**src/rtl/vram_arb_pkg.sv**
```systemverilog
// Shared types and default widths for the VRAM arbiter slice.
package vram_arb_pkg;

    localparam int DEF_ADDR_W        = 15;
    localparam int DEF_DATA_W        = 8;
    localparam int DEF_HOST_MAX_WAIT = 8;

    // Which requester owns a RAM slot; also the tag carried down the pipeline.
    typedef enum logic [1:0] {
        GNT_NONE = 2'd0,
        GNT_VID  = 2'd1,
        GNT_CPU  = 2'd2,
        GNT_HOST = 2'd3
    } grant_t;

    // Width of a saturating counter that must reach max_val (never below 1 bit).
    function automatic int cnt_width(input int max_val);
        int w;
        w = $clog2(max_val + 1);
        return (w < 1) ? 1 : w;
    endfunction

endpackage

```
**src/rtl/vram_arbiter_if.sv**
```systemverilog
// Bus bundle between the requesters, the arbiter and the screen RAM.
interface vram_arbiter_if #(
    parameter int ADDR_W = 15,
    parameter int DATA_W = 8
) ();

    // Handshakes: vid_req is a one-cycle pulse answered by vid_valid exactly two
    // cycles later. cpu_req/host_req are held (with stable we/addr/wdata) until
    // the matching ack, which lasts one cycle and qualifies the rdata; a req still
    // high in the cycle after ack is a new request.
    logic              vid_req;
    logic [ADDR_W-1:0] vid_addr;
    logic              vid_valid;
    logic [DATA_W-1:0] vid_rdata;

    logic              cpu_req;
    logic              cpu_we;
    logic [ADDR_W-1:0] cpu_addr;
    logic [DATA_W-1:0] cpu_wdata;
    logic              cpu_ack;
    logic [DATA_W-1:0] cpu_rdata;

    logic              host_req;
    logic              host_we;
    logic [ADDR_W-1:0] host_addr;
    logic [DATA_W-1:0] host_wdata;
    logic              host_ack;
    logic [DATA_W-1:0] host_rdata;

    logic [ADDR_W-1:0] ram_addr;
    logic              ram_we;
    logic [DATA_W-1:0] ram_wdata;
    logic [DATA_W-1:0] ram_rdata;

    modport slave (
        input  vid_req, vid_addr,
        output vid_valid, vid_rdata,
        input  cpu_req, cpu_we, cpu_addr, cpu_wdata,
        output cpu_ack, cpu_rdata,
        input  host_req, host_we, host_addr, host_wdata,
        output host_ack, host_rdata,
        output ram_addr, ram_we, ram_wdata,
        input  ram_rdata
    );

    modport master (
        output vid_req, vid_addr,
        input  vid_valid, vid_rdata,
        output cpu_req, cpu_we, cpu_addr, cpu_wdata,
        input  cpu_ack, cpu_rdata,
        output host_req, host_we, host_addr, host_wdata,
        input  host_ack, host_rdata,
        input  ram_addr, ram_we, ram_wdata,
        output ram_rdata
    );

endinterface

```
**src/rtl/vram_arb_prio.sv**
```systemverilog
// Fixed-priority grant select (video > CPU > host) with the host starvation counter.
module vram_arb_prio
    import vram_arb_pkg::*;
#(
    parameter int HOST_MAX_WAIT = DEF_HOST_MAX_WAIT,
    parameter int WAIT_W        = cnt_width(HOST_MAX_WAIT)
) (
    input  logic              clk_sys,
    input  logic              nRESET,
    input  logic              vid_req,
    input  logic              cpu_req,
    input  logic              host_req,
    input  logic              cpu_busy,
    input  logic              host_busy,
    output grant_t            grant,
    output logic [WAIT_W-1:0] wait_cnt
);

    localparam logic [WAIT_W-1:0] WAIT_MAX = WAIT_W'(HOST_MAX_WAIT);

    logic              cpu_elig;
    logic              host_elig;
    logic              host_urgent;
    logic [WAIT_W-1:0] wait_cnt_d;

    assign cpu_elig    = cpu_req  & ~cpu_busy;
    assign host_elig   = host_req & ~host_busy;
    assign host_urgent = (wait_cnt == WAIT_MAX);

    // Host normally only fills slots the CPU leaves empty, unless it has starved.
    always_comb begin
        grant = GNT_NONE;
        if (vid_req) begin
            grant = GNT_VID;
        end else if (host_elig && (host_urgent || !cpu_elig)) begin
            grant = GNT_HOST;
        end else if (cpu_elig) begin
            grant = GNT_CPU;
        end
    end

    always_comb begin
        wait_cnt_d = wait_cnt;
        if (!host_req || grant == GNT_HOST) begin
            wait_cnt_d = '0;
        end else if (grant == GNT_CPU && !host_busy && !host_urgent) begin
            wait_cnt_d = wait_cnt + 1'b1;
        end
    end

    always_ff @(posedge clk_sys or negedge nRESET) begin
        if (!nRESET) begin
            wait_cnt <= '0;
        end else begin
            wait_cnt <= wait_cnt_d;
        end
    end

endmodule

```
**src/rtl/vram_arbiter.sv**
```systemverilog
// Single-port screen RAM arbiter: video / CPU / host with a 2-stage grant tag pipeline.
// Optional snow effect is compiled in with the VRAM_ARB_SNOW_EN macro.
module vram_arbiter
    import vram_arb_pkg::*;
#(
    parameter int ADDR_W        = DEF_ADDR_W,
    parameter int DATA_W        = DEF_DATA_W,
    parameter int HOST_MAX_WAIT = DEF_HOST_MAX_WAIT
) (
    input  logic                                 clk_sys,
    input  logic                                 nRESET,
    input  logic                                 snow_ena,
    vram_arbiter_if.slave                        bus,
    output grant_t                               dbg_grant,
    output logic [cnt_width(HOST_MAX_WAIT)-1:0]  dbg_wait_cnt
);

    localparam int WAIT_W = cnt_width(HOST_MAX_WAIT);

    grant_t            grant;
    grant_t            tag_s1;
    grant_t            tag_s2;
    logic              cpu_busy;
    logic              host_busy;
    logic [WAIT_W-1:0] wait_cnt;
    logic [ADDR_W-1:0] vid_addr_eff;
    logic [ADDR_W-1:0] ram_addr_q;
    logic              ram_we_q;
    logic [DATA_W-1:0] ram_wdata_q;

    vram_arb_prio #(
        .HOST_MAX_WAIT (HOST_MAX_WAIT),
        .WAIT_W        (WAIT_W)
    ) u_prio (
        .clk_sys   (clk_sys),
        .nRESET    (nRESET),
        .vid_req   (bus.vid_req),
        .cpu_req   (bus.cpu_req),
        .host_req  (bus.host_req),
        .cpu_busy  (cpu_busy),
        .host_busy (host_busy),
        .grant     (grant),
        .wait_cnt  (wait_cnt)
    );

`ifdef VRAM_ARB_SNOW_EN
    // A losing CPU access in the lower 16 KB corrupts the low video address bits.
    always_comb begin
        vid_addr_eff = bus.vid_addr;
        if (snow_ena && bus.cpu_req && !cpu_busy && (bus.cpu_addr >> 14) == '0) begin
            vid_addr_eff[6:0] = bus.cpu_addr[6:0];
        end
    end
`else
    logic snow_unused;
    assign snow_unused  = snow_ena;
    assign vid_addr_eff = bus.vid_addr;
`endif

    always_ff @(posedge clk_sys or negedge nRESET) begin
        if (!nRESET) begin
            ram_addr_q  <= '0;
            ram_we_q    <= 1'b0;
            ram_wdata_q <= '0;
        end else begin
            ram_we_q <= 1'b0;
            case (grant)
                GNT_VID: begin
                    ram_addr_q <= vid_addr_eff;
                end
                GNT_CPU: begin
                    ram_addr_q  <= bus.cpu_addr;
                    ram_we_q    <= bus.cpu_we;
                    ram_wdata_q <= bus.cpu_wdata;
                end
                GNT_HOST: begin
                    ram_addr_q  <= bus.host_addr;
                    ram_we_q    <= bus.host_we;
                    ram_wdata_q <= bus.host_wdata;
                end
                default: begin
                end
            endcase
        end
    end

    // Tag pipeline; busy flags cover the grant-to-ack window so a held req is not re-granted.
    always_ff @(posedge clk_sys or negedge nRESET) begin
        if (!nRESET) begin
            tag_s1    <= GNT_NONE;
            tag_s2    <= GNT_NONE;
            cpu_busy  <= 1'b0;
            host_busy <= 1'b0;
        end else begin
            tag_s1 <= grant;
            tag_s2 <= tag_s1;
            if (grant == GNT_CPU) begin
                cpu_busy <= 1'b1;
            end else if (tag_s2 == GNT_CPU) begin
                cpu_busy <= 1'b0;
            end
            if (grant == GNT_HOST) begin
                host_busy <= 1'b1;
            end else if (tag_s2 == GNT_HOST) begin
                host_busy <= 1'b0;
            end
        end
    end

    assign bus.ram_addr  = ram_addr_q;
    assign bus.ram_we    = ram_we_q;
    assign bus.ram_wdata = ram_wdata_q;

    // Read data is gated by the tag so idle ports and reset show zero.
    assign bus.vid_valid  = (tag_s2 == GNT_VID);
    assign bus.cpu_ack    = (tag_s2 == GNT_CPU);
    assign bus.host_ack   = (tag_s2 == GNT_HOST);
    assign bus.vid_rdata  = bus.vid_valid ? bus.ram_rdata : '0;
    assign bus.cpu_rdata  = bus.cpu_ack   ? bus.ram_rdata : '0;
    assign bus.host_rdata = bus.host_ack  ? bus.ram_rdata : '0;

    assign dbg_grant    = grant;
    assign dbg_wait_cnt = wait_cnt;

endmodule

```
**src/flat_wrapper.sv**
```systemverilog
// flat-port wrapper written by rule: the top's interface ports become plain ports
module vram_arbiter_flat import vram_arb_pkg::*;
#(
    parameter int ADDR_W        = DEF_ADDR_W,
    parameter int DATA_W        = DEF_DATA_W,
    parameter int HOST_MAX_WAIT = DEF_HOST_MAX_WAIT
)
  (clk_sys, nRESET, snow_ena, dbg_grant, dbg_wait_cnt, bus_vid_req, bus_vid_addr, bus_vid_valid, bus_vid_rdata, bus_cpu_req, bus_cpu_we, bus_cpu_addr, bus_cpu_wdata, bus_cpu_ack, bus_cpu_rdata, bus_host_req, bus_host_we, bus_host_addr, bus_host_wdata, bus_host_ack, bus_host_rdata, bus_ram_addr, bus_ram_we, bus_ram_wdata, bus_ram_rdata);
  vram_arbiter_if #(.ADDR_W(ADDR_W), .DATA_W(DATA_W)) bus_i ();
  input  logic clk_sys;
  input  logic nRESET;
  input  logic snow_ena;
  output grant_t dbg_grant;
  output logic [cnt_width(HOST_MAX_WAIT)-1:0] dbg_wait_cnt;
  input wire logic [$bits(bus_i.vid_req)-1:0] bus_vid_req;
  input wire logic [$bits(bus_i.vid_addr)-1:0] bus_vid_addr;
  output wire logic [$bits(bus_i.vid_valid)-1:0] bus_vid_valid;
  output wire logic [$bits(bus_i.vid_rdata)-1:0] bus_vid_rdata;
  input wire logic [$bits(bus_i.cpu_req)-1:0] bus_cpu_req;
  input wire logic [$bits(bus_i.cpu_we)-1:0] bus_cpu_we;
  input wire logic [$bits(bus_i.cpu_addr)-1:0] bus_cpu_addr;
  input wire logic [$bits(bus_i.cpu_wdata)-1:0] bus_cpu_wdata;
  output wire logic [$bits(bus_i.cpu_ack)-1:0] bus_cpu_ack;
  output wire logic [$bits(bus_i.cpu_rdata)-1:0] bus_cpu_rdata;
  input wire logic [$bits(bus_i.host_req)-1:0] bus_host_req;
  input wire logic [$bits(bus_i.host_we)-1:0] bus_host_we;
  input wire logic [$bits(bus_i.host_addr)-1:0] bus_host_addr;
  input wire logic [$bits(bus_i.host_wdata)-1:0] bus_host_wdata;
  output wire logic [$bits(bus_i.host_ack)-1:0] bus_host_ack;
  output wire logic [$bits(bus_i.host_rdata)-1:0] bus_host_rdata;
  output wire logic [$bits(bus_i.ram_addr)-1:0] bus_ram_addr;
  output wire logic [$bits(bus_i.ram_we)-1:0] bus_ram_we;
  output wire logic [$bits(bus_i.ram_wdata)-1:0] bus_ram_wdata;
  input wire logic [$bits(bus_i.ram_rdata)-1:0] bus_ram_rdata;
  assign bus_i.vid_req = bus_vid_req;
  assign bus_i.vid_addr = bus_vid_addr;
  assign bus_vid_valid = bus_i.vid_valid;
  assign bus_vid_rdata = bus_i.vid_rdata;
  assign bus_i.cpu_req = bus_cpu_req;
  assign bus_i.cpu_we = bus_cpu_we;
  assign bus_i.cpu_addr = bus_cpu_addr;
  assign bus_i.cpu_wdata = bus_cpu_wdata;
  assign bus_cpu_ack = bus_i.cpu_ack;
  assign bus_cpu_rdata = bus_i.cpu_rdata;
  assign bus_i.host_req = bus_host_req;
  assign bus_i.host_we = bus_host_we;
  assign bus_i.host_addr = bus_host_addr;
  assign bus_i.host_wdata = bus_host_wdata;
  assign bus_host_ack = bus_i.host_ack;
  assign bus_host_rdata = bus_i.host_rdata;
  assign bus_ram_addr = bus_i.ram_addr;
  assign bus_ram_we = bus_i.ram_we;
  assign bus_ram_wdata = bus_i.ram_wdata;
  assign bus_i.ram_rdata = bus_ram_rdata;
  vram_arbiter #(.ADDR_W(ADDR_W), .DATA_W(DATA_W), .HOST_MAX_WAIT(HOST_MAX_WAIT)) u_core (.clk_sys(clk_sys), .nRESET(nRESET), .snow_ena(snow_ena), .bus(bus_i), .dbg_grant(dbg_grant), .dbg_wait_cnt(dbg_wait_cnt));
endmodule
```
**config.mk**
```make
export PLATFORM = sky130hd
export DESIGN_NAME = vram_arbiter_flat
export DESIGN_NICKNAME = d
export VERILOG_FILES = /design/src/rtl/vram_arb_pkg.sv /design/src/rtl/vram_arbiter_if.sv /design/src/rtl/vram_arb_prio.sv /design/src/rtl/vram_arbiter.sv /design/src/flat_wrapper.sv
export SDC_FILE = /design/constraint.sdc
export NUM_CORES = 1
export LEC_CHECK = 0
export CAP_MARGIN = 20
export CORE_AREA = 3 3 75 77
export DETAILED_ROUTE_END_ITERATION = 10
export DIE_AREA = 0 0 78 80
export GPL_TIMING_DRIVEN = 0
export PLACE_DENSITY_LB_ADDON = 0.25
export SYNTH_ARGS = -nofsm -noshare
export SYNTH_HDL_FRONTEND = slang
export SYNTH_HIERARCHICAL = 1
export SYNTH_SLANG_ARGS = --single-unit
```
**constraint.sdc**
```tcl
create_clock -name clk_sys -period 2.8 [get_ports clk_sys]
set_input_delay 0.56 -clock clk_sys [delete_from_list [all_inputs] [get_ports clk_sys]]
set_output_delay 0.56 -clock clk_sys [all_outputs]
set_load 0.005 [all_outputs]
```
==> reports/metrics.yaml <==
run_status:
  status: "completed"
logic_synthesis:
  ys_async_sr_fraction: 1.00
  avgSynthCellArea_um2: 12.4
  syn-cell-area_um2: 1830
  synth_most_common_cell: "dfrtp_1"
  yosysTopAreaCell: "dfrtp_1"
  yosys_warnings: 6
  synth_cell_types: 29
  synth_common_cells: "34 x dfrtp_1, 17 x and2_1, 11 x a21oi_1"
  synth_edf_count: 0
  seq_area_frac_synth: 0.465
  synth_top_area_share: 0.465
  syn-num-nets: 227
  synth-seq-cells: 34
  synthCells: 148
  ys.flop_type: "dfrtp_1"
  synthTopCellsByArea: "dfrtp_1 46%, mux4_1 10%, mux4_2 9.8%"
critical_path:
  critPathArrivalTime_ns: 2.15
  cp_max_fo: 4
  cp-end-kind: "output port"
  crit_path_start_kind: "input port"
  crit_type: "in -> out"
  required_ns: 2.24
routing:
  wl_per_cell_um: 14.4
  routed_via_density: 4.84
  vias: 1734
  drt-pass1-iter-count: 4
  drtIter0Drc: 51
  ant_nets: 0
  routed_wl_um: 5170
  drcViolationCount: 0
placed_design:
  gp_congestion: 0.840
  dp_hpwl_um: 4200
  dp.cells: 350
  port_buffers: 132
finish:
  fin_nets: 366
  layoutNonFillerInstCount: 358
  layout-drive-gt1-share: 0.0764
  area_growth_pct: 81.7
  antenna-diode-count: 0
clock_network:
  postCtsSetupRepairBufs: 0
  htree_levels: 2
  clk_latency_ns: 0.28
  cts_buffers: 5
  clk_pin_slew_ns: 0.07
  cts_tree: "done"
  clock_sinks: 34
  clk_path_buf_depth: 2
  root_buffer: "clkbuf_8"
  cts_resized: 0
  cts_hold_buf: 0
timing:
  min_period_over_period: 0.968
  rsz0062_at_grt: "false"
  hold_viol: 0
  fmax_ghz: 0.369
  tightest_slew_ns: 0.731
  skew_ns: 0.00877
  hold_ws_ns: 0.324
  period_needed_ns: 2.71
  setup_violations: 0
  slew_violations: 0
  relSlewSlack: 0.513
  tns_ns: 0
die:
  start_util: 0.361
  rows: 26
  fp.dieW_um: 78
  core_area_um2: 5070
  die_height_um: 80
  dieArea_um2: 6240
  io_pins: 134
power_and_ir_drop:
  sw_frac_of_total: 0.283
  leakagePower_nw: 1.38
  p_clk_frac: 0.175
  pwr-share-comb: 0.463
  peakVddDrop_uv: 289
  pwr-share-seq: 0.361
  power.density_nw_per_um2: 627
  p_int_mw: 1.49
  p_switching_mw: 0.591
job:
  cap_viol_max_count: 0
grt:
  grt_antenna_before_repair: 0
  overflow: 0
  first_global_vias: 1639
  grt_max_degree: 35
  track_usage: 0.165
  grt_pass1_wl_um: 7980
worst_hold_path:
  hp-class: "in -> async"
[worst max-delay path: stages]
cell	delay (ns)
clkdlybuf4s50_1	0.47
nor2b_1	0.29
a21oi_1	0.10
or2_1	0.27
clkdlybuf4s50_1	0.46
[path summary, 6_finish.rpt]
path                            slack, ns  cells past startpoint                 startpoint                        end
worst max-delay path                 0.09                      5                bus_cpu_req               dbg_grant[0]
worst min-delay path                 0.32                      1                     nRESET    u_core/bus.ram_addr[13]
worst max register to register       0.67                      8  u_core/u_prio/wait_cnt[0]    u_core/bus.ram_addr[11]
worst min register to register       0.35                      0           u_core/tag_s1[1]           u_core/tag_s2[1]
max in group asynchronous            1.99                      1                     nRESET  u_core/u_prio/wait_cnt[3]
min in group clk_sys                 0.35                      0           u_core/tag_s1[1]           u_core/tag_s2[1]
[per-layer routing]
metal / routed length, µm / part of all wire / GRT usage
met1: 1940 / 0.37 / 0.193
met2: 2580 / 0.50 / 0.281
met3: 578 / 0.11 / 0.0655
met4: 74 / 0.014 / 0.0490
met5: 0 / 0 / 0
[logic make-up after synthesis]
| logic type | count (synthesis) | share of synthesized area |
|---|---|---|
| AO/OA/AOI/OAI | 17 | 0.0513 |
| adder cells (fa/ha/maj) | 2 | 0.0137 |
| buffers and inverters | 17 | 0.0554 |
| flip-flops | 34 | 0.465 |
| multiplexers | 24 | 0.248 |
| AND/OR/NAND/NOR | 54 | 0.167 |
[registers in the layout, indices dropped and copies added, names as in the netlist]
signal                  flops
u_core/bus.ram_addr        15
u_core/tag_s2               2
u_core/tag_s1               2
u_core/u_prio/wait_cnt      4
u_core/bus.ram_wdata        8
u_core/cpu_busy             1
u_core/bus.ram_we           1
u_core/host_busy            1
[power by group through the flow]
stage	registers, mW	clock network, mW	logic, mW
6_report	0.753	0.365	0.965
5_1_grt	0.777	0.405	1.04
4_1_cts	0.756	0.379	0.980
3_5_place_dp	0.756	0	0.980
3_3_place_gp	0.756	0	0.966
2_1_floorplan	0.754	0	0.392
[per-stage QoR]
stage               instance area [µm²]  utilization  setup WS, ns  total power, mW
floorplan                          1830            -         0.852             1.15
global placement                   3240        0.638        0.0985             1.72
detailed placement                 3230        0.637         0.106             1.74
CTS                                3330        0.655         0.102             2.11
global route                       3330        0.655        0.0131             2.23
finish                             3330        0.655        0.0896             2.08
[cell usage in the layout, fill, tap and decap left out]
cell             instances
or2_1                    1
o21a_1                   1
nor2_1                  10
nor2b_1                  3
nand3b_1                 2
buf_12                   1
and2_1                  17
ha_1                     2
dfrtp_1                 34
mux2i_1                  9
o22ai_1                  2
clkdlybuf4s50_1        131
o21ai_0                  1
nand4_1                  2
buf_8                    1
mux4_2                   8
or2_4                    1
nand2_1                  4
a21oi_1                 11
inv_1                    6
clkbuf_1                 7
nand3_1                  3
o31ai_1                  1
mux4_1                   7
clkinv_2                 1
clkbuf_8                 6
a31oi_1                  1
nand2b_1                 2
buf_2                    3
buf_6                    1
or4_1                    1
and3_1                   8
[cell type report]
class / count / area, µm²
fillers: 427 / 1750
repair buffers: 132 / 1320
multi-input cells: 97 / 878
flip-flops and latches: 34 / 851
well taps: 70 / 87.6
clock buffers: 7 / 86.3
plain buffers: 11 / 78.8
inverters: 6 / 22.5
clock inverters: 1 / 5.00
No activity file was read; power rests on OpenSTA's default activity.
